**src/rtl/ex_mem_skid_if.sv**
```systemverilog
// EX -> MEM handshake and bundle signals for the elastic EX/MEM stage.
// slave: the pipeline stage itself; master: the surrounding EX/MEM logic.
interface ex_mem_skid_if #(
    parameter int PC_WIDTH      = 16,
    parameter int DATA_WIDTH    = 16,
    parameter int REGADDR_WIDTH = 4
) ();
    // EX side
    logic                     in_valid;
    logic                     in_ready;
    logic                     ex_reg_write;
    logic                     ex_mem_read;
    logic                     ex_mem_write;
    logic                     ex_branch;
    logic                     ex_is_jal;
    logic [PC_WIDTH-1:0]      ex_pc;
    logic [DATA_WIDTH-1:0]    ex_alu_result;
    logic [DATA_WIDTH-1:0]    ex_reg_data2;
    logic [REGADDR_WIDTH-1:0] ex_rd;
    logic [DATA_WIDTH-1:0]    ex_jal_link_value;

    // MEM side
    logic                     out_valid;
    logic                     out_ready;
    logic                     mem_reg_write;
    logic                     mem_mem_read;
    logic                     mem_mem_write;
    logic                     mem_branch;
    logic                     mem_is_jal;
    logic [PC_WIDTH-1:0]      mem_pc;
    logic [DATA_WIDTH-1:0]    mem_alu_result;
    logic [DATA_WIDTH-1:0]    mem_write_data;
    logic [REGADDR_WIDTH-1:0] mem_rd;
    logic [DATA_WIDTH-1:0]    mem_jal_link_value;

    modport slave (
        input  in_valid, ex_reg_write, ex_mem_read, ex_mem_write, ex_branch,
               ex_is_jal, ex_pc, ex_alu_result, ex_reg_data2, ex_rd,
               ex_jal_link_value, out_ready,
        output in_ready, out_valid, mem_reg_write, mem_mem_read, mem_mem_write,
               mem_branch, mem_is_jal, mem_pc, mem_alu_result, mem_write_data,
               mem_rd, mem_jal_link_value
    );

    modport master (
        output in_valid, ex_reg_write, ex_mem_read, ex_mem_write, ex_branch,
               ex_is_jal, ex_pc, ex_alu_result, ex_reg_data2, ex_rd,
               ex_jal_link_value, out_ready,
        input  in_ready, out_valid, mem_reg_write, mem_mem_read, mem_mem_write,
               mem_branch, mem_is_jal, mem_pc, mem_alu_result, mem_write_data,
               mem_rd, mem_jal_link_value
    );
endinterface

```
**src/rtl/ex_mem_skid.sv**
```systemverilog
// Elastic EX/MEM pipeline register: main entry drives MEM, skid entry
// absorbs one extra bundle so in_ready comes straight from a flop.
module ex_mem_skid #(
    parameter int PC_WIDTH        = 16,
    parameter int DATA_WIDTH      = 16,
    parameter int REGADDR_WIDTH   = 4,
    parameter int ZERO_REG_SQUASH = 1,
    parameter int STALL_CNT_WIDTH = 16
) (
    input  logic                       clk,
    input  logic                       reset,
    input  logic                       flush,
    ex_mem_skid_if.slave               bus,
    output logic [1:0]                 occupancy,
    output logic [STALL_CNT_WIDTH-1:0] stall_cycles
);

    typedef struct packed {
        logic                     reg_write;
        logic                     mem_read;
        logic                     mem_write;
        logic                     branch;
        logic                     is_jal;
        logic [PC_WIDTH-1:0]      pc;
        logic [DATA_WIDTH-1:0]    alu_result;
        logic [DATA_WIDTH-1:0]    write_data;
        logic [REGADDR_WIDTH-1:0] rd;
        logic [DATA_WIDTH-1:0]    jal_link_value;
    } bundle_t;

    // Encoding equals the number of held entries.
    typedef enum logic [1:0] {
        OCC_EMPTY = 2'd0,
        OCC_ONE   = 2'd1,
        OCC_TWO   = 2'd2
    } state_t;

    state_t                     state_q;
    bundle_t                    main_q;
    bundle_t                    skid_q;
    bundle_t                    in_bundle;
    logic                       main_valid_q;
    logic                       skid_valid_q;
    logic                       in_ready_q;
    logic                       in_fire;
    logic [STALL_CNT_WIDTH-1:0] stall_q;

    // Invalidated entries must not present live control bits to MEM.
    function automatic bundle_t clear_ctrl(input bundle_t b);
        bundle_t r;
        r           = b;
        r.reg_write = 1'b0;
        r.mem_read  = 1'b0;
        r.mem_write = 1'b0;
        r.branch    = 1'b0;
        r.is_jal    = 1'b0;
        return r;
    endfunction

    assign in_fire = bus.in_valid & in_ready_q;

    // Assemble the incoming bundle, squashing writes to x0 when enabled.
    always_comb begin
        in_bundle                = '0;
        in_bundle.reg_write      = bus.ex_reg_write &
                                   ((ZERO_REG_SQUASH == 0) || (bus.ex_rd != '0));
        in_bundle.mem_read       = bus.ex_mem_read;
        in_bundle.mem_write      = bus.ex_mem_write;
        in_bundle.branch         = bus.ex_branch;
        in_bundle.is_jal         = bus.ex_is_jal;
        in_bundle.pc             = bus.ex_pc;
        in_bundle.alu_result     = bus.ex_alu_result;
        in_bundle.write_data     = bus.ex_reg_data2;
        in_bundle.rd             = bus.ex_rd;
        in_bundle.jal_link_value = bus.ex_jal_link_value;
    end

    // Occupancy FSM: moves bundles between input, skid and main entries.
    always_ff @(posedge clk or posedge reset) begin
        if (reset) begin
            state_q      <= OCC_EMPTY;
            main_q       <= '0;
            skid_q       <= '0;
            main_valid_q <= 1'b0;
            skid_valid_q <= 1'b0;
            in_ready_q   <= 1'b1;
        end else if (flush) begin
            state_q      <= OCC_EMPTY;
            main_q       <= clear_ctrl(main_q);
            skid_q       <= clear_ctrl(skid_q);
            main_valid_q <= 1'b0;
            skid_valid_q <= 1'b0;
            in_ready_q   <= 1'b1;
        end else begin
            case (state_q)
                OCC_EMPTY: begin
                    if (in_fire) begin
                        main_q       <= in_bundle;
                        main_valid_q <= 1'b1;
                        state_q      <= OCC_ONE;
                    end
                end
                OCC_ONE: begin
                    if (bus.out_ready) begin
                        if (in_fire) begin
                            main_q <= in_bundle;
                        end else begin
                            main_q       <= clear_ctrl(main_q);
                            main_valid_q <= 1'b0;
                            state_q      <= OCC_EMPTY;
                        end
                    end else if (in_fire) begin
                        skid_q       <= in_bundle;
                        skid_valid_q <= 1'b1;
                        in_ready_q   <= 1'b0;
                        state_q      <= OCC_TWO;
                    end
                end
                OCC_TWO: begin
                    // in_ready is low here, so only the drain case matters.
                    if (bus.out_ready) begin
                        main_q       <= skid_q;
                        skid_q       <= clear_ctrl(skid_q);
                        skid_valid_q <= 1'b0;
                        in_ready_q   <= 1'b1;
                        state_q      <= OCC_ONE;
                    end
                end
                default: begin
                    state_q      <= OCC_EMPTY;
                    main_valid_q <= 1'b0;
                    skid_valid_q <= 1'b0;
                    in_ready_q   <= 1'b1;
                end
            endcase
        end
    end

    // Saturating count of cycles MEM holds off a valid bundle; flush keeps it.
    always_ff @(posedge clk or posedge reset) begin
        if (reset) begin
            stall_q <= '0;
        end else if (main_valid_q && !bus.out_ready && (stall_q != '1)) begin
            stall_q <= stall_q + 1'b1;
        end
    end

    assign bus.in_ready           = in_ready_q;
    assign bus.out_valid          = main_valid_q;
    assign bus.mem_reg_write      = main_q.reg_write;
    assign bus.mem_mem_read       = main_q.mem_read;
    assign bus.mem_mem_write      = main_q.mem_write;
    assign bus.mem_branch         = main_q.branch;
    assign bus.mem_is_jal         = main_q.is_jal;
    assign bus.mem_pc             = main_q.pc;
    assign bus.mem_alu_result     = main_q.alu_result;
    assign bus.mem_write_data     = main_q.write_data;
    assign bus.mem_rd             = main_q.rd;
    assign bus.mem_jal_link_value = main_q.jal_link_value;
    assign occupancy              = state_q;
    assign stall_cycles           = stall_q;

endmodule

```
**src/flat_wrapper.sv**
```systemverilog
// flat-port wrapper written by rule: the top's interface ports become plain ports
module ex_mem_skid_flat 
#(
    parameter int PC_WIDTH        = 16,
    parameter int DATA_WIDTH      = 16,
    parameter int REGADDR_WIDTH   = 4,
    parameter int ZERO_REG_SQUASH = 1,
    parameter int STALL_CNT_WIDTH = 16
)
  (clk, reset, flush, occupancy, stall_cycles, bus_in_valid, bus_ex_reg_write, bus_ex_mem_read, bus_ex_mem_write, bus_ex_branch, bus_ex_is_jal, bus_ex_pc, bus_ex_alu_result, bus_ex_reg_data2, bus_ex_rd, bus_ex_jal_link_value, bus_out_ready, bus_in_ready, bus_out_valid, bus_mem_reg_write, bus_mem_mem_read, bus_mem_mem_write, bus_mem_branch, bus_mem_is_jal, bus_mem_pc, bus_mem_alu_result, bus_mem_write_data, bus_mem_rd, bus_mem_jal_link_value);
  ex_mem_skid_if #(.PC_WIDTH(PC_WIDTH), .DATA_WIDTH(DATA_WIDTH), .REGADDR_WIDTH(REGADDR_WIDTH)) bus_i ();
  input  logic clk;
  input  logic reset;
  input  logic flush;
  output logic [1:0] occupancy;
  output logic [STALL_CNT_WIDTH-1:0] stall_cycles;
  input wire logic [$bits(bus_i.in_valid)-1:0] bus_in_valid;
  input wire logic [$bits(bus_i.ex_reg_write)-1:0] bus_ex_reg_write;
  input wire logic [$bits(bus_i.ex_mem_read)-1:0] bus_ex_mem_read;
  input wire logic [$bits(bus_i.ex_mem_write)-1:0] bus_ex_mem_write;
  input wire logic [$bits(bus_i.ex_branch)-1:0] bus_ex_branch;
  input wire logic [$bits(bus_i.ex_is_jal)-1:0] bus_ex_is_jal;
  input wire logic [$bits(bus_i.ex_pc)-1:0] bus_ex_pc;
  input wire logic [$bits(bus_i.ex_alu_result)-1:0] bus_ex_alu_result;
  input wire logic [$bits(bus_i.ex_reg_data2)-1:0] bus_ex_reg_data2;
  input wire logic [$bits(bus_i.ex_rd)-1:0] bus_ex_rd;
  input wire logic [$bits(bus_i.ex_jal_link_value)-1:0] bus_ex_jal_link_value;
  input wire logic [$bits(bus_i.out_ready)-1:0] bus_out_ready;
  output wire logic [$bits(bus_i.in_ready)-1:0] bus_in_ready;
  output wire logic [$bits(bus_i.out_valid)-1:0] bus_out_valid;
  output wire logic [$bits(bus_i.mem_reg_write)-1:0] bus_mem_reg_write;
  output wire logic [$bits(bus_i.mem_mem_read)-1:0] bus_mem_mem_read;
  output wire logic [$bits(bus_i.mem_mem_write)-1:0] bus_mem_mem_write;
  output wire logic [$bits(bus_i.mem_branch)-1:0] bus_mem_branch;
  output wire logic [$bits(bus_i.mem_is_jal)-1:0] bus_mem_is_jal;
  output wire logic [$bits(bus_i.mem_pc)-1:0] bus_mem_pc;
  output wire logic [$bits(bus_i.mem_alu_result)-1:0] bus_mem_alu_result;
  output wire logic [$bits(bus_i.mem_write_data)-1:0] bus_mem_write_data;
  output wire logic [$bits(bus_i.mem_rd)-1:0] bus_mem_rd;
  output wire logic [$bits(bus_i.mem_jal_link_value)-1:0] bus_mem_jal_link_value;
  assign bus_i.in_valid = bus_in_valid;
  assign bus_i.ex_reg_write = bus_ex_reg_write;
  assign bus_i.ex_mem_read = bus_ex_mem_read;
  assign bus_i.ex_mem_write = bus_ex_mem_write;
  assign bus_i.ex_branch = bus_ex_branch;
  assign bus_i.ex_is_jal = bus_ex_is_jal;
  assign bus_i.ex_pc = bus_ex_pc;
  assign bus_i.ex_alu_result = bus_ex_alu_result;
  assign bus_i.ex_reg_data2 = bus_ex_reg_data2;
  assign bus_i.ex_rd = bus_ex_rd;
  assign bus_i.ex_jal_link_value = bus_ex_jal_link_value;
  assign bus_i.out_ready = bus_out_ready;
  assign bus_in_ready = bus_i.in_ready;
  assign bus_out_valid = bus_i.out_valid;
  assign bus_mem_reg_write = bus_i.mem_reg_write;
  assign bus_mem_mem_read = bus_i.mem_mem_read;
  assign bus_mem_mem_write = bus_i.mem_mem_write;
  assign bus_mem_branch = bus_i.mem_branch;
  assign bus_mem_is_jal = bus_i.mem_is_jal;
  assign bus_mem_pc = bus_i.mem_pc;
  assign bus_mem_alu_result = bus_i.mem_alu_result;
  assign bus_mem_write_data = bus_i.mem_write_data;
  assign bus_mem_rd = bus_i.mem_rd;
  assign bus_mem_jal_link_value = bus_i.mem_jal_link_value;
  ex_mem_skid #(.PC_WIDTH(PC_WIDTH), .DATA_WIDTH(DATA_WIDTH), .REGADDR_WIDTH(REGADDR_WIDTH), .ZERO_REG_SQUASH(ZERO_REG_SQUASH), .STALL_CNT_WIDTH(STALL_CNT_WIDTH)) u_core (.clk(clk), .reset(reset), .flush(flush), .bus(bus_i), .occupancy(occupancy), .stall_cycles(stall_cycles));
endmodule
```
**config.mk**
```make
export PLATFORM = sky130hd
export DESIGN_NAME = ex_mem_skid_flat
export DESIGN_NICKNAME = d
export VERILOG_FILES = /design/src/rtl/ex_mem_skid_if.sv /design/src/rtl/ex_mem_skid.sv /design/src/flat_wrapper.sv
export SDC_FILE = /design/constraint.sdc
export NUM_CORES = 1
export LEC_CHECK = 0
export ABC_AREA = 1
export CAP_MARGIN = 20
export CORE_MARGIN = 4
export CORE_UTILIZATION = 41
export CTS_BUF_LIST = sky130_fd_sc_hd__clkbuf_4 sky130_fd_sc_hd__clkbuf_8
export CTS_CLUSTER_DIAMETER = 40
export DETAILED_ROUTE_END_ITERATION = 7
export DONT_BUFFER_PORTS = 1
export PLACE_DENSITY_LB_ADDON = 0.15
export SYNTH_ARGS = -nofsm -noshare
export SYNTH_HDL_FRONTEND = slang
export SYNTH_SLANG_ARGS = --single-unit
```
**constraint.sdc**
```tcl
create_clock -name clk -period 5.3 [get_ports clk]
set_input_delay 0.265 -clock clk [delete_from_list [all_inputs] [get_ports clk]]
set_output_delay 0.265 -clock clk [all_outputs]
set_load 0.02 [all_outputs]
```
Word level (Yosys, flattened, before mapping)

Index checks and enable logic that the tools add are counted.

Bits in registers: 166
Input port bits: 78
Logic and storage cells: 89

Add/subtract/negate cells: 1
Equal/unequal tests: 17
Muxes and demuxes: 27
Bitwise gates (word level): 5
Reduce and logical (&&, ||, !) cells: 15

Operator list:

| operator                                                                | number |
|---|---|
| 73-bit 2-to-1 mux                                                       | 8 |
| 73-bit case mux with 3 select lines                                     | 1 |
| 73-bit case mux with 2 select lines                                     | 1 |
| 4-bit AND reduction                                                     | 5 |
| 16-bit by 1-bit adder with 16-bit output, second input constant         | 1 |
| 16-bit inequality test, second input constant                           | 1 |
| 2-bit 2-to-1 mux                                                        | 6 |
| 3-bit inequality test, second input constant                            | 4 |
| 1-bit 2-to-1 mux                                                        | 8 |
| 2-bit inequality test, second input constant                            | 4 |
| 4-bit nonzero test                                                      | 2 |
| 3-bit by 2-bit inequality test with 1-bit output, second input constant | 2 |
| 1-bit case mux with 3 select lines                                      | 2 |
| 2-bit case mux with 3 select lines                                      | 1 |
| 6-bit AND reduction                                                     | 1 |
| 3-bit nonzero test                                                      | 2 |
| 5-bit AND reduction                                                     | 1 |
| 2-bit by 1-bit inequality test with 1-bit output, second input constant | 2 |
| 4-bit by 3-bit inequality test with 1-bit output, second input constant | 1 |
| 4-bit inequality test, second input constant                            | 1 |
| 1-bit inverter                                                          | 3 |
| 1-bit bitwise AND                                                       | 2 |
| 2-bit by 1-bit equality test with 1-bit output, second input constant   | 1 |
| 2-bit equality test, second input constant                              | 1 |
| other kinds (3)                                                         | 4 |

Depth between registers and ports, before layout

Gate-level depths: netlist of the first run.

Depth after elaboration: 6
Depth in mapped cells: 11
Mapped depth without buffers: 10

Worst setup path after synthesis of the first run

OpenSTA, ideal clock, no wires.

Path type: register to register
Start: reg u_core.state_q[0] (netlist: u_core.occupancy[0])
End: reg u_core.main_q (netlist bit u_core.bus.mem_pc[0])
Library setup time: 0.083 ns
Data arrival time: 1.839 ns
Path slack: 3.378 ns
Stages on the path, launching flop included: 11
Buffers on the path: 2
Clock period less this slack: 1.922 ns
Path through: dfrtp_1 -> inv_1 -> ha_1 -> clkbuf_1 -> nand2_1 -> clkinv_1 -> clkbuf_1 -> nand2_1 -> nand2_1 -> nand2_1 -> o21ai_0

Longest elaborated chain between the ends: 3

Ends and longest elaborated chain:

| element                                                                            | line               | source |
|---|---|---|
| from (decl)                                                                        | ex_mem_skid.sv:38  | `state_t state_q;` |
| from (signal assigned)                                                             | ex_mem_skid.sv:81  | `state_q <= OCC_EMPTY;` |
| from (signal assigned)                                                             | ex_mem_skid.sv:88  | `state_q <= OCC_EMPTY;` |
| from (signal assigned)                                                             | ex_mem_skid.sv:100 | `state_q <= OCC_ONE;` |
| 2-bit by 1-bit equality test with 1-bit output (tied with other cells)             | ex_mem_skid.sv:95  | `case (state_q)` |
| 2-bit by 1-bit inequality test with 1-bit output (no line) (tied with other cells) | n/a                |  |
| 6-bit AND reduction (no line)                                                      | n/a                |  |
| to (signal assigned)                                                               | ex_mem_skid.sv:98  | `main_q <= in_bundle;` |
| to (signal assigned)                                                               | ex_mem_skid.sv:106 | `main_q <= in_bundle;` |
| to (signal assigned)                                                               | ex_mem_skid.sv:108 | `main_q <= clear_ctrl(main_q);` |
| to (decl)                                                                          | ex_mem_skid.sv:39  | `bundle_t main_q;` |

Several ways; a longest one is shown, not always the timed one.
A chain may end at the register's enable or synchronous reset.

Final worst setup path of the first run

Start: reg u_core.state_q[0] (netlist: u_core.occupancy[0])
End: reg u_core.skid_q[66] (netlist bit)

Longest elaborated chain between the ends: 3

Ends and longest elaborated chain:

| element                       | line               | source |
|---|---|---|
| 2-bit equality test           | ex_mem_skid.sv:95  |  |
| 1-bit inverter (no line)      | n/a                |  |
| 5-bit AND reduction (no line) | n/a                |  |
| to (signal assigned)          | ex_mem_skid.sv:90  | `skid_q <= clear_ctrl(skid_q);` |
| to (signal assigned)          | ex_mem_skid.sv:113 | `skid_q <= in_bundle;` |
| to (signal assigned)          | ex_mem_skid.sv:123 | `skid_q <= clear_ctrl(skid_q);` |
| to (decl)                     | ex_mem_skid.sv:40  | `bundle_t skid_q;` |

Several ways; a longest one is shown, not always the timed one.

==> results of run 1 <==
## final cells by class
cell class                      count  area share [%]
Clock buffer                       17            2.48
Clock inverter                     15            1.38
Inverter                          128            5.14
Sequential cell                   166            44.0
Timing Repair Buffer               83            9.11
Tap cell                          265            3.51
Multi-Input combinational cell    727            34.4
## critical path, stage by stage, from the launching register on
cell and delay, ns:
dfrtp_1 0.57, ha_1 0.21, buf_4 0.39, nand2_1 0.18, nor3_4 0.61, buf_4 0.73, nand3_1 0.16, o21ai_0 0.13
## Yosys cell counts (all sizes together)
master  count  area share, %
nand2     450             21
dfrtp     165             51
inv       127            5.9
o21ai     119            7.3
nand3      44            2.7
clkbuf     42            1.9
nand4      37            2.8
o211ai     32            3.0
nor2       31            1.4
buf        16            1.1
xnor2       7           0.75
ha          4           0.62
nor3        2           0.32
clkinv      1          0.046
dfstp       1           0.32
o21bai      1          0.092
## metrics by stage
stage | total power [mW] | setup slack (ns) | instance area [µm²]
floorplan | 3.49 | 0.547 | 8120
global placement | 3.84 | 2.34 | 8280
detailed placement | 3.91 | 2.19 | 8310
CTS | 4.86 | 2.18 | 9420
global route | 5.20 | 1.94 | 9440
finish | 4.79 | 2.17 | 9440
## flip-flops by register name, summed over array words and instances (netlist names)
name and flops:
u_core.bus.out_valid 1, u_core.bus.in_ready 1, u_core.bus.mem_reg_write 1, u_core.bus.mem_pc 16
u_core.stall_cycles 16, u_core.bus.mem_mem_write 1, u_core.bus.mem_branch 1, u_core.bus.mem_is_jal 1
u_core.bus.mem_alu_result 16, u_core.bus.mem_write_data 16, u_core.skid_q 73, u_core.bus.mem_mem_read 1
u_core.occupancy 2, u_core.bus.mem_jal_link_value 16, u_core.bus.mem_rd 4
## routing by layer
| layer | vias up | global-route usage [%] | routed length (µm) |
|---|---|---|---|
| met5 | - | 0 | 0 |
| met4 | 0 | 4.85 | 198 |
| met3 | 13 | 5.80 | 1640 |
| met2 | 210 | 32.3 | 10100 |
| met1 | 3297 | 28.1 | 10200 |
| li1 | 3492 | - | - |
## cells by family (layout without fill, tap and decap cells)
family / Yosys count / after routing / share of synthesized area (%)
XOR/XNOR: 7 / 7 / 0.755
AND/OR/NAND/NOR: 564 / 564 / 28.1
buffers and inverters: 186 / 243 / 8.98
AO/OA/AOI/OAI: 152 / 152 / 10.4
flip-flops: 166 / 166 / 51.2
adder cells (fa/ha/maj): 4 / 4 / 0.616
## what timing repair did
item | CTS | global route
endpoints found under the hold margin | 201 | 0
resized for setup | 0 | 0
hold buffers | 74 | 0
## report_power, final
part	internal, mW	switching, mW	total (mW)
Combinational	0.486	0.952	1.44
Clock	0.374	0.504	0.878
Sequential	1.81	0.668	2.48
## path summary, 6_finish.rpt
check | start | depth (start not counted) | to
max | u_core.occupancy[0] | 7 | u_core.skid_q[66]
min | bus_ex_reg_data2[6] | 4 | u_core.bus.mem_write_data[6]
max reg2reg | u_core.occupancy[0] | 7 | u_core.skid_q[66]
min reg2reg | u_core.skid_q[56] | 2 | u_core.skid_q[56]
max in group asynchronous | reset | 3 | u_core.skid_q[52]
min in group asynchronous | reset | 2 | u_core.bus.mem_jal_link_value[12]
==> impl_metrics.json, run 1 <==
{
  "status": "finished clean",
  "dr.pass1.iters": 5,
  "antenna_found_initial": 0,
  "cts_root_buf": "clkbuf_8",
  "numClockSinks": 166,
  "dp_hpwl_mm": 12.9,
  "dp_cells": 1294,
  "io_buffers": 0,
  "setup_viol": 0,
  "postRouteAntennaNets": 0,
  "worstPathArrival_ns": 3.50,
  "relSlewSlack_pct": 39.2,
  "leakagePower_nw": 4.58,
  "drc": 0,
  "worst_setup_path_start_kind": "flip-flop",
  "fmax_mhz": 319,
  "ys_seq_elements": 166,
  "hp-class": "input port to flip-flop",
  "syn_to_final_growth_pct": 16.3,
  "finish.utilization_pct": 48.5,
  "grt_max_degree": 137,
  "fin_crit_ns": 3.13,
  "grt_pass1_wl_mm": 36.6,
  "fill_cells": 1952,
  "regArea_um2": 4160,
  "critPathRequiredTime_ns": 5.67,
  "grt_pass1_vias": 6800,
  "fin_hold_ws_ns": 0.0360,
  "fin_nets": 1205,
  "cts_tree": "yes",
  "slew_violations": 0,
  "synth_cells": 1079,
  "synth_fp_nets": 1161,
  "fp-row-count": 51,
  "crit_type": "flip-flop to flip-flop",
  "multi_input_area_um2": 3250,
  "ff2ff_setup_slack_ns": 2.17,
  "powerDensity_nw_per_um2": 508,
  "finalNonFillerCells": 1401,
  "drt_iter0_drc": 448,
  "cts_setup_buffers": 0,
  "start_util_pct": 41.7,
  "syn_area_per_cell_um2": 7.53,
  "ys_seq_area_share_pct": 51.2,
  "worstMarginPinSlew_ns": 0.909,
  "num_io_pins": 171,
  "clock_skew_ns": 0.0167,
  "wl_per_cell_um": 15.8,
  "htree_levels": 4,
  "grt_util_all_layers_pct": 20.4,
  "ir_drop_mv": 0.246,
  "vias_per_cell": 5.00,
  "coreArea_um2": 19500,
  "final_common_cell": "nand2_1",
  "clk_transition_reported_paths_ns": 0.10,
  "most-common-layout-cells": "nand2_1, dfrtp_1, inv_1, o21ai_0, dlygate4sd3_1",
  "yosysUniqueCellTypes": 21,
  "clk_latency_ns": 0.45,
  "vias": 7012,
  "overflow": 0,
  "syn-cell-area_um2": 8120,
  "cp_max_fo": 83,
  "ys.warnings.count": 0,
  "drive_gt1_share_pct": 4.31,
  "fin_crit_sh_pct": 59.1,
  "gp_congestion": 0.811,
  "antenna_cells": 0,
  "end_kind": "flip-flop",
  "die-area_um2": 22100,
  "finalWirelength_mm": 22.1,
  "totalNegativeSetupSlack_ns": 0,
  "drv_cap": 0,
  "die_y_um": 149,
  "cts_made_buffers": 17,
  "clk_path_buf_depth": 2,
  "hold_viol": 0,
  "rsz0062_at_grt": "false",
  "die_w_um": 149
}
Note: power is estimated with default switching activity, not from simulation.
==> run 2, diff against run 1 <==
==> constraint.sdc (replaced) <==
create_clock -name clk -period 3.1 [get_ports clk]
set_input_delay 0.155 -clock clk [delete_from_list [all_inputs] [get_ports clk]]
set_output_delay 0.155 -clock clk [all_outputs]
set_load 0.02 [all_outputs]
==> impl_metrics.json, run 2 (synthesis gave the netlist of run 1 again) <==
{
  "finish.utilization_pct": 49.0,
  "fin_area_um2": 9530,
  "cts_made_buffers": 17,
  "die-area_um2": 22100,
  "most-common-layout-cells": "nand2_1, dfrtp_1, inv_1, o21ai_0, dlygate4sd3_1",
  "numClockSinks": 166,
  "grt_pass1_wl_mm": 35.5,
  "worst_setup_path_start_kind": "flip-flop",
  "fin_nets": 1217,
  "fp-row-count": 51,
  "final.setup.worst_slack_ns": 0.798,
  "io_buffers": 0,
  "end_kind": "flip-flop",
  "wl_per_cell_um": 15.1,
  "crit_type": "flip-flop to flip-flop",
  "gp_congestion": 0.805,
  "fmax_mhz": 434,
  "crit_start": "u_core.occupancy[1]",
  "place_area_um2": 8370,
  "clock_skew_ns": 0.0114,
  "vias": 6952,
  "start_util_pct": 41.7,
  "fin_crit_sh_pct": 74.3,
  "hp-class": "input port to flip-flop",
  "dr.pass1.iters": 5,
  "hold_start": "bus_ex_jal_link_value[13]",
  "fill_cells": 1935,
  "hold_viol": 0,
  "rsz0062_at_grt": "false",
  "slew_violations": 0,
  "setup_viol": 0,
  "htree_levels": 4,
  "totalNegativeSetupSlack_ns": 0,
  "worstPathArrival_ns": 2.67,
  "grt_max_degree": 93,
  "ctsResizeCount": 0,
  "status": "finished clean",
  "clk_latency_ns": 0.46,
  "antenna_found_initial": 0,
  "cts_root_buf": "clkbuf_8",
  "antenna_cells": 0,
  "r2r-start": "u_core.occupancy[1]",
  "ir_drop_mv": 0.449,
  "grt_util_all_layers_pct": 19.9,
  "overflow": 0,
  "vias_per_cell": 4.92,
  "regMostFlops": "u_core.skid_q",
  "fin_crit_ns": 2.30,
  "drive_gt1_share_pct": 4.79,
  "clk_transition_reported_paths_ns": 0.09,
  "powerDensity_nw_per_um2": 861,
  "dp_hpwl_mm": 13.5,
  "postRouteAntennaNets": 0,
  "drc": 0,
  "syn_to_final_growth_pct": 17.4,
  "relSlewSlack_pct": 48.2,
  "drt_iter0_drc": 386,
  "cts_tree": "yes",
  "finalWirelength_mm": 21.3,
  "drv_cap": 0,
  "num_io_pins": 171,
  "cp_max_fo": 41,
  "critPathRequiredTime_ns": 3.47,
  "die_w_um": 149,
  "worstMarginPinSlew_ns": 0.776,
  "grt_pass1_vias": 6740,
  "coreArea_um2": 19500,
  "place_ws_ns": 0.786,
  "clk_path_buf_depth": 2,
  "leakagePower_nw": 4.62,
  "final_common_cell": "nand2_1",
  "largest_reg_flops": 73,
  "die_y_um": 149
}
==> run 2: cell types whose count changed in the layout (fill, tap and decap cells not counted), sizes merged <==
cell,change
dlygate4sd3,+5
clkinvlp,+2
buf,+7
clkinv,-3
clkbuf,+1
==> run 2: final cells by class <==
type	count	area, µm²	share of cell area, %
Clock buffer	18	241	2.53
Clock inverter	14	128	1.34
Inverter	128	484	5.08
Multi-Input combinational cell	727	3240	34.0
Sequential cell	166	4160	43.6
Tap cell	265	332	3.48
Timing Repair Buffer	95	948	9.95
==> run 2: path summary, 6_finish.rpt <==
path	slack [ns]	endpoint	depth (start not counted)
max in group asynchronous	1.84	u_core.skid_q[70]	3
hold reg to reg	0.48	u_core.skid_q[60]	2
setup reg to reg	0.80	u_core.bus.mem_write_data[12]	10
setup / recovery	0.80	u_core.bus.mem_write_data[12]	10
min in group asynchronous	0.30	u_core.skid_q[6]	2
hold / removal	0.03	u_core.bus.mem_jal_link_value[13]	4
==> run 2: report_power, final <==
part | switching [mW] | internal (mW)
clock | 0.848 | 0.652
combinational | 1.63 | 0.839
sequential | 1.15 | 3.09
==> run 2: timing repair <==
| action | CTS | global route |
|---|---|---|
| endpoints found under the hold margin | 176 | 0 |
| buffers inserted | 0 | 0 |
| hold buffers | 79 | 0 |
==> run 2: worst max-delay path, cell delays in order, from the launching register on <==
cell	delay, ns
dfrtp_1	0.50
inv_1	0.13
ha_1	0.23
buf_4	0.38
nand2_1	0.12
nand2_1	0.07
buf_4	0.42
nand2_1	0.11
nand2_1	0.09
nand2_1	0.05
o21ai_0	0.10
==> run 2: per-layer routing <==
metal / up-vias / global-route usage [%] / share of wire [%]
met2: 196 / 31.3 / 46
li1: 3506 / - / -
met4: 0 / 4.21 / 0.89
met3: 11 / 6.05 / 7.5
met1: 3239 / 27.3 / 46
met5: - / 0 / 0
==> run 2: stage by stage <==
stage	power, mW	hold WS [ns]	std cells
global route	8.91	0.0357	1413
global placement	6.62	0.199	1302
finish	8.20	0.0261	1413
CTS	8.32	0.00132	1413
detailed placement	6.68	0.200	1302
floorplan	5.96	0.272	1079
==> run 3, diff against run 2 <==
==> constraint.sdc (replaced) <==
create_clock -name clk -period 2.4 [get_ports clk]
set_input_delay 0.12 -clock clk [delete_from_list [all_inputs] [get_ports clk]]
set_output_delay 0.12 -clock clk [all_outputs]
set_load 0.02 [all_outputs]
==> impl_metrics.json, run 3 (synthesis gave the netlist of run 1 again) <==
{
  "finalWirelength_mm": 21.5,
  "grt_pass1_wl_mm": 35.7,
  "clk_transition_reported_paths_ns": 0.09,
  "htree_levels": 4,
  "hp-class": "input port to asynchronous set/reset pin",
  "fin_crit_sh_pct": 87.7,
  "hold_viol": 0,
  "cpPeakStageDelay_ns": 0.59,
  "finalNonFillerCells": 1418,
  "crit_slowest_cell": "dlygate4sd3_1",
  "fin_nets": 1223,
  "crit_start": "u_core.occupancy[0]",
  "grt_max_degree": 82,
  "start_util_pct": 41.7,
  "vias": 7075,
  "coreArea_um2": 19500,
  "overflow": 0,
  "worstPathCellList": "inv_1 -> ha_1 -> nor2_1 -> nand2_1 -> dlygate4sd3_1 -> o21ai_0",
  "antenna_found_initial": 0,
  "end_kind": "flip-flop",
  "setup_viol": 0,
  "dp_hpwl_mm": 13.3,
  "drive_gt1_share_pct": 5.03,
  "relSlewSlack_pct": 51.0,
  "drc": 0,
  "leakagePower_nw": 4.66,
  "cts_setup_buffers": 0,
  "status": "finished clean",
  "postRouteAntennaNets": 0,
  "cts_root_buf": "clkbuf_8",
  "wl_per_cell_um": 15.2,
  "ff2ff_setup_slack_ns": 0.29,
  "dr.pass1.iters": 5,
  "num_io_pins": 171,
  "clk_latency_ns": 0.46,
  "io_buffers": 0,
  "cts_made_buffers": 17,
  "ir_drop_mv": 0.536,
  "largest_reg_flops": 73,
  "worstPathArrival_ns": 2.47,
  "die_y_um": 149,
  "fin_crit_ns": 2.11,
  "power_mw": 10.7,
  "critPathRequiredTime_ns": 2.76,
  "syn_to_final_growth_pct": 18.6,
  "regMostFlops": "u_core.skid_q",
  "wl_met2_mm": 10.0,
  "met3_length_mm": 1.29,
  "clk_path_buf_depth": 2,
  "fill_cells": 1939,
  "die_w_um": 149,
  "top_layer": "met4",
  "critPathCapture": "u_core.skid_q[68]",
  "slew_violations": 0,
  "cp_max_fo": 6,
  "drv_cap": 0,
  "gp_congestion": 0.832,
  "r2r-start": "u_core.occupancy[0]",
  "antenna_cells": 0,
  "most-common-layout-cells": "nand2_1, dfrtp_1, inv_1, o21ai_0, dlygate4sd3_1",
  "worst_setup_path_start_kind": "flip-flop",
  "fin_hold_ws_ns": 0.0333,
  "cts_tree": "yes",
  "fp-row-count": 51,
  "dp_cells": 1306,
  "multi_input_area_um2": 3240,
  "totalNegativeSetupSlack_ns": 0,
  "final_common_cell": "nand2_1",
  "grt_pass1_vias": 6930,
  "fmax_mhz": 475,
  "vias_per_cell": 4.99,
  "crit_type": "flip-flop to flip-flop",
  "rsz0062_at_grt": "false",
  "drt_iter0_drc": 393,
  "powerDensity_nw_per_um2": 1120,
  "finish.utilization_pct": 49.5,
  "grt_util_all_layers_pct": 20.0,
  "worstMarginPinSlew_ns": 0.734,
  "regArea_um2": 4160,
  "wl_met1_mm": 9.99,
  "die-area_um2": 22100,
  "numClockSinks": 166,
  "reg2regPathDepth": 6,
  "r2r_end": "u_core.skid_q[68]",
  "clock_skew_ns": 0.0150
}
==> run 3: power by group <==
group	switching (mW)	total [mW]	internal [mW]
Clock	1.08	2.00	0.916
Sequential	1.46	5.45	4.00
Combinational	2.14	3.29	1.15
==> run 3: worst max-delay path, delay by kind of cell, from the launching register on <==
| family | cells | cell delay [ns] |
|---|---|---|
| fa+ha+maj | 1 | 0.31 |
| flops | 1 | 0.41 |
| compound gates | 1 | 0.17 |
| buf+inv | 2 | 0.67 |
| simple gates | 2 | 0.45 |
==> run 3: stage by stage <==
stage	worst slack (ns)	instance area, µm²
after floorplan	0.168	8130
after global placement	0.471	8440
after detailed placement	0.380	8440
after CTS	0.320	9630
after global routing	0.0586	9630
final	0.295	9630
==> run 3: timing repair <==
| action | 4_1_cts | 5_1_grt |
|---|---|---|
| endpoints found under the hold margin | 315 | 0 |
| hold buffers | 81 | 0 |
| resized for setup | 0 | 0 |
==> run 3: routing by layer <==
| layer | track usage (%) | up-vias |
|---|---|---|
| met5 | 0 | - |
| met4 | 5.81 | 0 |
| met3 | 4.98 | 15 |
| met2 | 32.1 | 163 |
| met1 | 27.0 | 3389 |
| li1 | - | 3508 |
==> run 3: layout make-up <==
type                    count  area share (%)
well taps                 265            3.44
clock inverters            10            1.01
flip-flops and latches    166            43.1
multi-input cells         727            33.7
repair buffers            101            10.8
inverters                 128            5.03
clock buffers              21            2.94
==> run 3: worst min path at each step <==
| stage | endpoint | depth (start not counted) | startpoint |
|---|---|---|---|
| final | u_core.skid_q[4] | 2 | reset |
| after CTS | u_core.skid_q[4] | 2 | reset |
| after global placement | u_core.skid_q[4] | 1 | reset |
| after global routing | u_core.skid_q[4] | 2 | reset |
| after floorplan | u_core.skid_q[0] | 2 | bus_ex_jal_link_value[0] |
| after detailed placement | u_core.skid_q[4] | 1 | reset |
